<file path="config.mk">
export PLATFORM = sky130hd
export DESIGN_NAME = pfcop_seq
export DESIGN_NICKNAME = d
export VERILOG_FILES = /design/src/rtl/pfcop_seq.sv
export SDC_FILE = /design/constraint.sdc
export NUM_CORES = 1
export LEC_CHECK = 0
export BUFFER_PORTS_ARGS = -buffer_cell sky130_fd_sc_hd__buf_2
export CAP_MARGIN = 20
export CORE_ASPECT_RATIO = 2
export CORE_MARGIN = 2
export CORE_UTILIZATION = 58
export CTS_CLUSTER_SIZE = 8
export DETAILED_ROUTE_END_ITERATION = 7
export PLACE_DENSITY_LB_ADDON = 0.12
export SKIP_LAST_GASP = 1
export SLEW_MARGIN = 30
export SYNTH_ARGS = -nofsm -noshare
export SYNTH_HDL_FRONTEND = slang
export SYNTH_SLANG_ARGS = --single-unit
</file>
<file path="constraint.sdc">
create_clock -name clk -period 17.4 [get_ports clk]
set_input_delay 2.61 -clock clk [delete_from_list [all_inputs] [get_ports clk]]
set_output_delay 2.61 -clock clk [all_outputs]
set_load 0.01 [all_outputs]
</file>
<file path="src/rtl/pfcop_seq.sv">
// Command-driven prime-field coprocessor: register file + modulus P, modular add/sub/mul.
// Optional macro PFCOP_RDFWD_EN: read port returns the value being written on the same edge.
module pfcop_seq #(
    parameter int unsigned WIDTH = 16,
    parameter int unsigned NREG  = 8,
    parameter int unsigned AW    = 3
) (
    input  logic             clk,
    input  logic             rst,
    input  logic             load_en,
    input  logic [AW-1:0]    load_addr,
    input  logic             load_mod,
    input  logic [WIDTH-1:0] datain,
    input  logic             cmd_valid,
    output logic             cmd_ready,
    input  logic [1:0]       cmd_op,
    input  logic [AW-1:0]    cmd_src_a,
    input  logic [AW-1:0]    cmd_src_b,
    input  logic [AW-1:0]    cmd_dst,
    output logic             busy,
    output logic             done,
    output logic             err,
    input  logic             out_en,
    input  logic [AW-1:0]    out_addr,
    output logic [WIDTH-1:0] dataout
);

    localparam int unsigned CW         = $clog2(WIDTH + 1);
    localparam bit          P_READABLE = (NREG < (32'd1 << AW));

    typedef enum logic [1:0] {IDLE, ADDSUB, MUL, WRITE} state_e;
    typedef enum logic [1:0] {
        OP_MADD = 2'b00,
        OP_MSUB = 2'b01,
        OP_MMUL = 2'b10,
        OP_RSVD = 2'b11
    } op_e;

    state_e           state;
    op_e              op_q;
    op_e              cmd_op_e;
    logic [WIDTH-1:0] regs [NREG];
    logic [WIDTH-1:0] p_reg;
    logic [WIDTH-1:0] a_q;
    logic [WIDTH-1:0] b_q;
    logic [WIDTH-1:0] p_q;
    logic [WIDTH-1:0] r_q;
    logic [AW-1:0]    dst_q;
    logic             err_q;
    logic [CW-1:0]    cnt;
    logic [WIDTH+1:0] acc;

    logic [WIDTH-1:0] src_a_val;
    logic [WIDTH-1:0] src_b_val;
    logic             cmd_bad;
    logic             wr_res;
    logic             mod_ok;
    logic [WIDTH-1:0] addsub_r;
    logic [WIDTH:0]   sum;
    logic [WIDTH:0]   diff;
    logic [WIDTH-1:0] red;
    logic [WIDTH+1:0] p_ext;
    logic [WIDTH+1:0] acc_dbl;
    logic [WIDTH+1:0] acc_sum;
    logic [WIDTH+1:0] acc_nxt;
    logic [WIDTH-1:0] rd_val;

    assign cmd_ready = (state == IDLE);
    assign busy      = ~cmd_ready;
    assign cmd_op_e  = op_e'(cmd_op);
    assign wr_res    = (state == WRITE) && !err_q;
    assign mod_ok    = load_mod && (state == IDLE);

    always_comb begin
        src_a_val = '0;
        src_b_val = '0;
        for (int unsigned i = 0; i < NREG; i++) begin
            if (cmd_src_a == AW'(i)) src_a_val = regs[i];
            if (cmd_src_b == AW'(i)) src_b_val = regs[i];
        end
    end

    assign cmd_bad = (cmd_op_e == OP_RSVD)
                  || (32'(cmd_src_a) >= NREG)
                  || (32'(cmd_src_b) >= NREG)
                  || (32'(cmd_dst)   >= NREG);

    always_comb begin
        sum      = {1'b0, a_q} + {1'b0, b_q};
        diff     = {1'b0, a_q} - {1'b0, b_q};
        red      = sum[WIDTH-1:0] - p_q;
        addsub_r = '0;
        if (op_q == OP_MSUB) begin
            addsub_r = diff[WIDTH] ? (diff[WIDTH-1:0] + p_q) : diff[WIDTH-1:0];
        end else begin
            addsub_r = (sum >= {1'b0, p_q}) ? red : sum[WIDTH-1:0];
        end
    end

    // One MSB-first multiply step: double, reduce, conditionally add A, reduce.
    always_comb begin
        p_ext   = {2'b00, p_q};
        acc_dbl = acc << 1;
        if (acc_dbl >= p_ext) acc_dbl = acc_dbl - p_ext;
        acc_sum = acc_dbl + (b_q[WIDTH-1] ? {2'b00, a_q} : '0);
        acc_nxt = acc_sum;
        if (acc_sum >= p_ext) acc_nxt = acc_sum - p_ext;
    end

    always_ff @(posedge clk or negedge rst) begin
        if (!rst) begin
            state <= IDLE;
            op_q  <= OP_MADD;
            a_q   <= '0;
            b_q   <= '0;
            p_q   <= '0;
            r_q   <= '0;
            dst_q <= '0;
            err_q <= 1'b0;
            cnt   <= '0;
            acc   <= '0;
            done  <= 1'b0;
            err   <= 1'b0;
        end else begin
            done <= 1'b0;
            err  <= 1'b0;
            case (state)
                IDLE: begin
                    if (cmd_valid) begin
                        a_q   <= src_a_val;
                        b_q   <= src_b_val;
                        p_q   <= p_reg;
                        op_q  <= cmd_op_e;
                        dst_q <= cmd_dst;
                        acc   <= '0;
                        cnt   <= '0;
                        err_q <= cmd_bad;
                        if (cmd_bad)                    state <= WRITE;
                        else if (cmd_op_e == OP_MMUL)   state <= MUL;
                        else                            state <= ADDSUB;
                    end
                end
                ADDSUB: begin
                    r_q   <= addsub_r;
                    state <= WRITE;
                end
                MUL: begin
                    acc <= acc_nxt;
                    b_q <= b_q << 1;
                    cnt <= cnt + CW'(1);
                    if (cnt == CW'(WIDTH - 1)) begin
                        r_q   <= acc_nxt[WIDTH-1:0];
                        state <= WRITE;
                    end
                end
                WRITE: begin
                    done  <= 1'b1;
                    err   <= err_q;
                    state <= IDLE;
                end
                default: state <= IDLE;
            endcase
        end
    end

    // Result write is given priority over a load to the same register.
    always_ff @(posedge clk or negedge rst) begin
        if (!rst) begin
            for (int unsigned i = 0; i < NREG; i++) regs[i] <= '0;
            p_reg <= '0;
        end else begin
            for (int unsigned i = 0; i < NREG; i++) begin
                if (wr_res && dst_q == AW'(i))            regs[i] <= r_q;
                else if (load_en && load_addr == AW'(i))  regs[i] <= datain;
            end
            if (mod_ok) p_reg <= datain;
        end
    end

    always_comb begin
        rd_val = '0;
        for (int unsigned i = 0; i < NREG; i++) begin
            if (out_addr == AW'(i)) begin
`ifdef PFCOP_RDFWD_EN
                if (wr_res && dst_q == out_addr)            rd_val = r_q;
                else if (load_en && load_addr == out_addr)  rd_val = datain;
                else                                        rd_val = regs[i];
`else
                rd_val = regs[i];
`endif
            end
        end
        if (P_READABLE && 32'(out_addr) == NREG) begin
`ifdef PFCOP_RDFWD_EN
            rd_val = mod_ok ? datain : p_reg;
`else
            rd_val = p_reg;
`endif
        end
    end

    always_ff @(posedge clk or negedge rst) begin
        if (!rst)        dataout <= '0;
        else if (out_en) dataout <= rd_val;
    end

endmodule

</file>
==> results.md <==
- Status: complete, no violations
- Via density: 6.70
- Starting Density: 59.0%
- Busiest grt layer: met2
- Commonest non-fill, non-tap cell in the layout: nand2_1
- Routed vias: 18362
- Main combinational cell family by area after synthesis: compound AO/OA/AOI/OAI gates
- Gr usage total: approximately two fifths
- Post-synthesis simple-gate area fraction: 13.8%
- Met1 Track Usage GR: between 30% and 40%
- Post-synthesis sequential area ratio: 31.6%
- Post-route clock skew: 0.0219 ns
- Die H: 268 um
- Grt ovf: 0
- Setup tns final: 0 ns
- DP HPWL: approximately 50 mm
- Synth Instances: 2325
- Synthesized area per cell: a little under 9 um^2
- GPL Wtd Cong: 1.18
- Crit path max fanout: 19
- Row count: 96
- DRT iter0 DRCs: 1382
- MaxCap Viol Count: 0
- Post-CTS sizing: 0
- Async set-reset flop share out of synthesis: 100%
- Synth warn: 0
- Most frequent cells in the layout: 264 x nand2_1, 256 x dfrtp_1, 240 x mux2i_1, 218 x o21ai_0, 197 x nor2_1
- Initial antenna violation count: 3
- Compound-gate portion of the synthesized area: 20.2%
- Worst-path clk slew: 0.06 ns
- PortBufs: 58
- Post-Synth Adder-Cell Area: around 7.9%
- 1st-pass router iterations: 7
- Max FFs per register: 128
- DRC Markers: 0
- Placeable Area: roughly 0.034 mm^2
- Top_reg_cell synth: dfrtp_1
- Biggest register: regs
- Synth cell types: 85
- Yosys reg bits: 256
- Crit share post-route: a little under half
- Vias in the first global route: between 15000 and 20000
- Min Tclk post-route: 7.84 ns
- First-pass GRT wire length: 107 mm
- Max Slew Vio Count: 0
- Headroom to the max-slew limit: between 20% and 30%
- Crit path capture type: flop
- Die ar.: between 0.03 and 0.04 mm^2
- Worst-Margin Slew: 1.04 ns
- Final hold vios: 0
- Clk_lat worst skew: 0.54 ns
- Final ANT Viol Nets: 0
- CP Data Arrival Time: 8.26 ns
- Post-CTS setup buffer count: 0
- Critical path data required time: around 18 ns
- Type of the tightest min-delay check: reg -> reg
- EDFF count, synth: 0
- Cts-stage hold buffer count: 0
- Biggest regs: regs (128), acc (17)
- # nets final: 2458
- RSZ-0062 raised after global routing: false
- Synth area leader: dfrtp_1
- Post-synthesis mux area share: a little under a fifth
- Io pins: between 50 and 60
- CTS sink cnt: 256
- Met2 Use GR: 67.8%
- Htree depth: 2
- Syn Nets: 2487
- Total wire length: just over 70 mm
- Clock Path Buffers: 3
- Drt wl/cell: 25.9 um
- Fraction of layout instances using a drive strength above 1: a little under an eighth
- Final-report setup violation count: 0
- Chip width: approximately 140 um
- Synth top area cells: dfrtp_1 32%, mux2i_1 12%, ha_1 7.2%, o21ai_0 5.4%, nand2_1 4.9%
- Root Driver: clkbuf_16
- Top cell type's share of synthesized area: 31.6%
- Layout overhead on the synthesized area: 7.64%
- CTS buffer count: 37
- Synth Area in XOR/XNOR: 3.48%
- CP Launch Type: flop
- Largest net degree at the start of global routing: about 120
- Max Freq: between 0.1 and 0.15 GHz
- Critical setup path kind: reg -> reg
- Post-Syn Area: between 0.02 and 0.025 mm^2
- CTS tree: yes
- Met3 Use GR: 7.47%
[worst max-delay path, cell delays in order (launching register included)]
cell and delay (ns):
dfrtp_1 0.38, inv_1 0.11, ha_1 0.44, a21o_1 0.26
a211oi_1 0.74, o2111ai_1 0.22, nand2_1 0.36, mux2_2 0.40
ha_1 0.32, a211oi_1 0.48, o211ai_1 0.21, and2_1 0.22
a21o_1 0.18, a21o_1 0.21, a21o_1 0.18, a21oi_1 0.18
xnor2_1 0.17, ha_1 0.34, a21oi_1 0.17, o31ai_1 0.13
a221oi_1 0.59, o21ai_0 0.26, a41oi_1 0.22, o211ai_1 0.11
buf_4 0.26, mux2i_1 0.18, a221o_1 0.35
[final cells by class]
type / count / area, um^2
Timing Repair Buffer: 98 / 632
Clock inverter: 2 / 17.5
Antenna cell: 3 / 7.51
Multi-Input combinational cell: 1831 / 13000
Sequential cell: 256 / 6410
Fill cell: 3014 / 12500
Clock buffer: 37 / 926
Inverter: 72 / 270
Tap cell: 441 / 552
[synth_stat cells (all sizes together), types with 6 or more instances]
master and n:
mux2 61, and3 8, o31a 8, o221ai 16, a211o 8, nand4 8, or2 8, or3 9
nor2b 25, o21ai 241, nor3 28, a31oi 13, a211oi 10, xnor2 50, dfrtp 256, inv 71
buf 40, nor2 199, o22a 16, mux4 30, nand2 265, xor2 28, a21oi 182, mux2i 240
o22ai 17, nand2b 19, a21o 29, a22o 10, o21bai 6, clkbuf 126, and2 24, o31ai 6
fa 7, ha 116, nand3 12, o211ai 36, o21a 22
[routing by layer]
metal | part of all wire [%] | up-vias
met2 | 50 | 855
met4 | 11 | 0
met3 | 6.6 | 406
met5 | 0 | -
li1 | - | 8283
met1 | 32 | 8818
[per-stage QoR]
stage                     instance area [um^2]  utilization (%)  cells  hold slack (ns)  setup WS [ns]
after floorplan                          20300                -   2325            0.473          11.08
after global placement                   20800             60.6   2696            0.485          10.01
after detailed placement                 20800             60.6   2697            0.492           9.85
after CTS                                21800             63.3   2736            0.496           9.84
after global routing                     21800             63.5   2739            0.512           9.40
final                                    21800             63.5   2740            0.495           9.56
[cell families after synthesis]
family	after synthesis
DFF	256
adders and majority gates	123
AOI/OAI and AO/OA	667
buffers and inverters	238
muxes	331
xor gates and xnor gates	79
and+or+nand+nor	631
[worst paths after layout]
| path | to | cells past startpoint | startpoint | slack, ns |
|---|---|---|---|---|
| max | r_q[0] | 26 | p_q[11] | 9.56 |
| min | p_q[2] | 1 | p_reg[2] | 0.49 |
| max reg2reg | r_q[0] | 26 | p_q[11] | 9.56 |
| min reg2reg | p_q[2] | 1 | p_reg[2] | 0.49 |
| max in group asynchronous | regs[31] | 3 | rst | 13.96 |
| min in group asynchronous | regs[116] | 1 | rst | 1.99 |
Power is left out: the tool's default activity adds up to more than one toggle a clock period on the data nets, which glitch-free logic cannot reach.
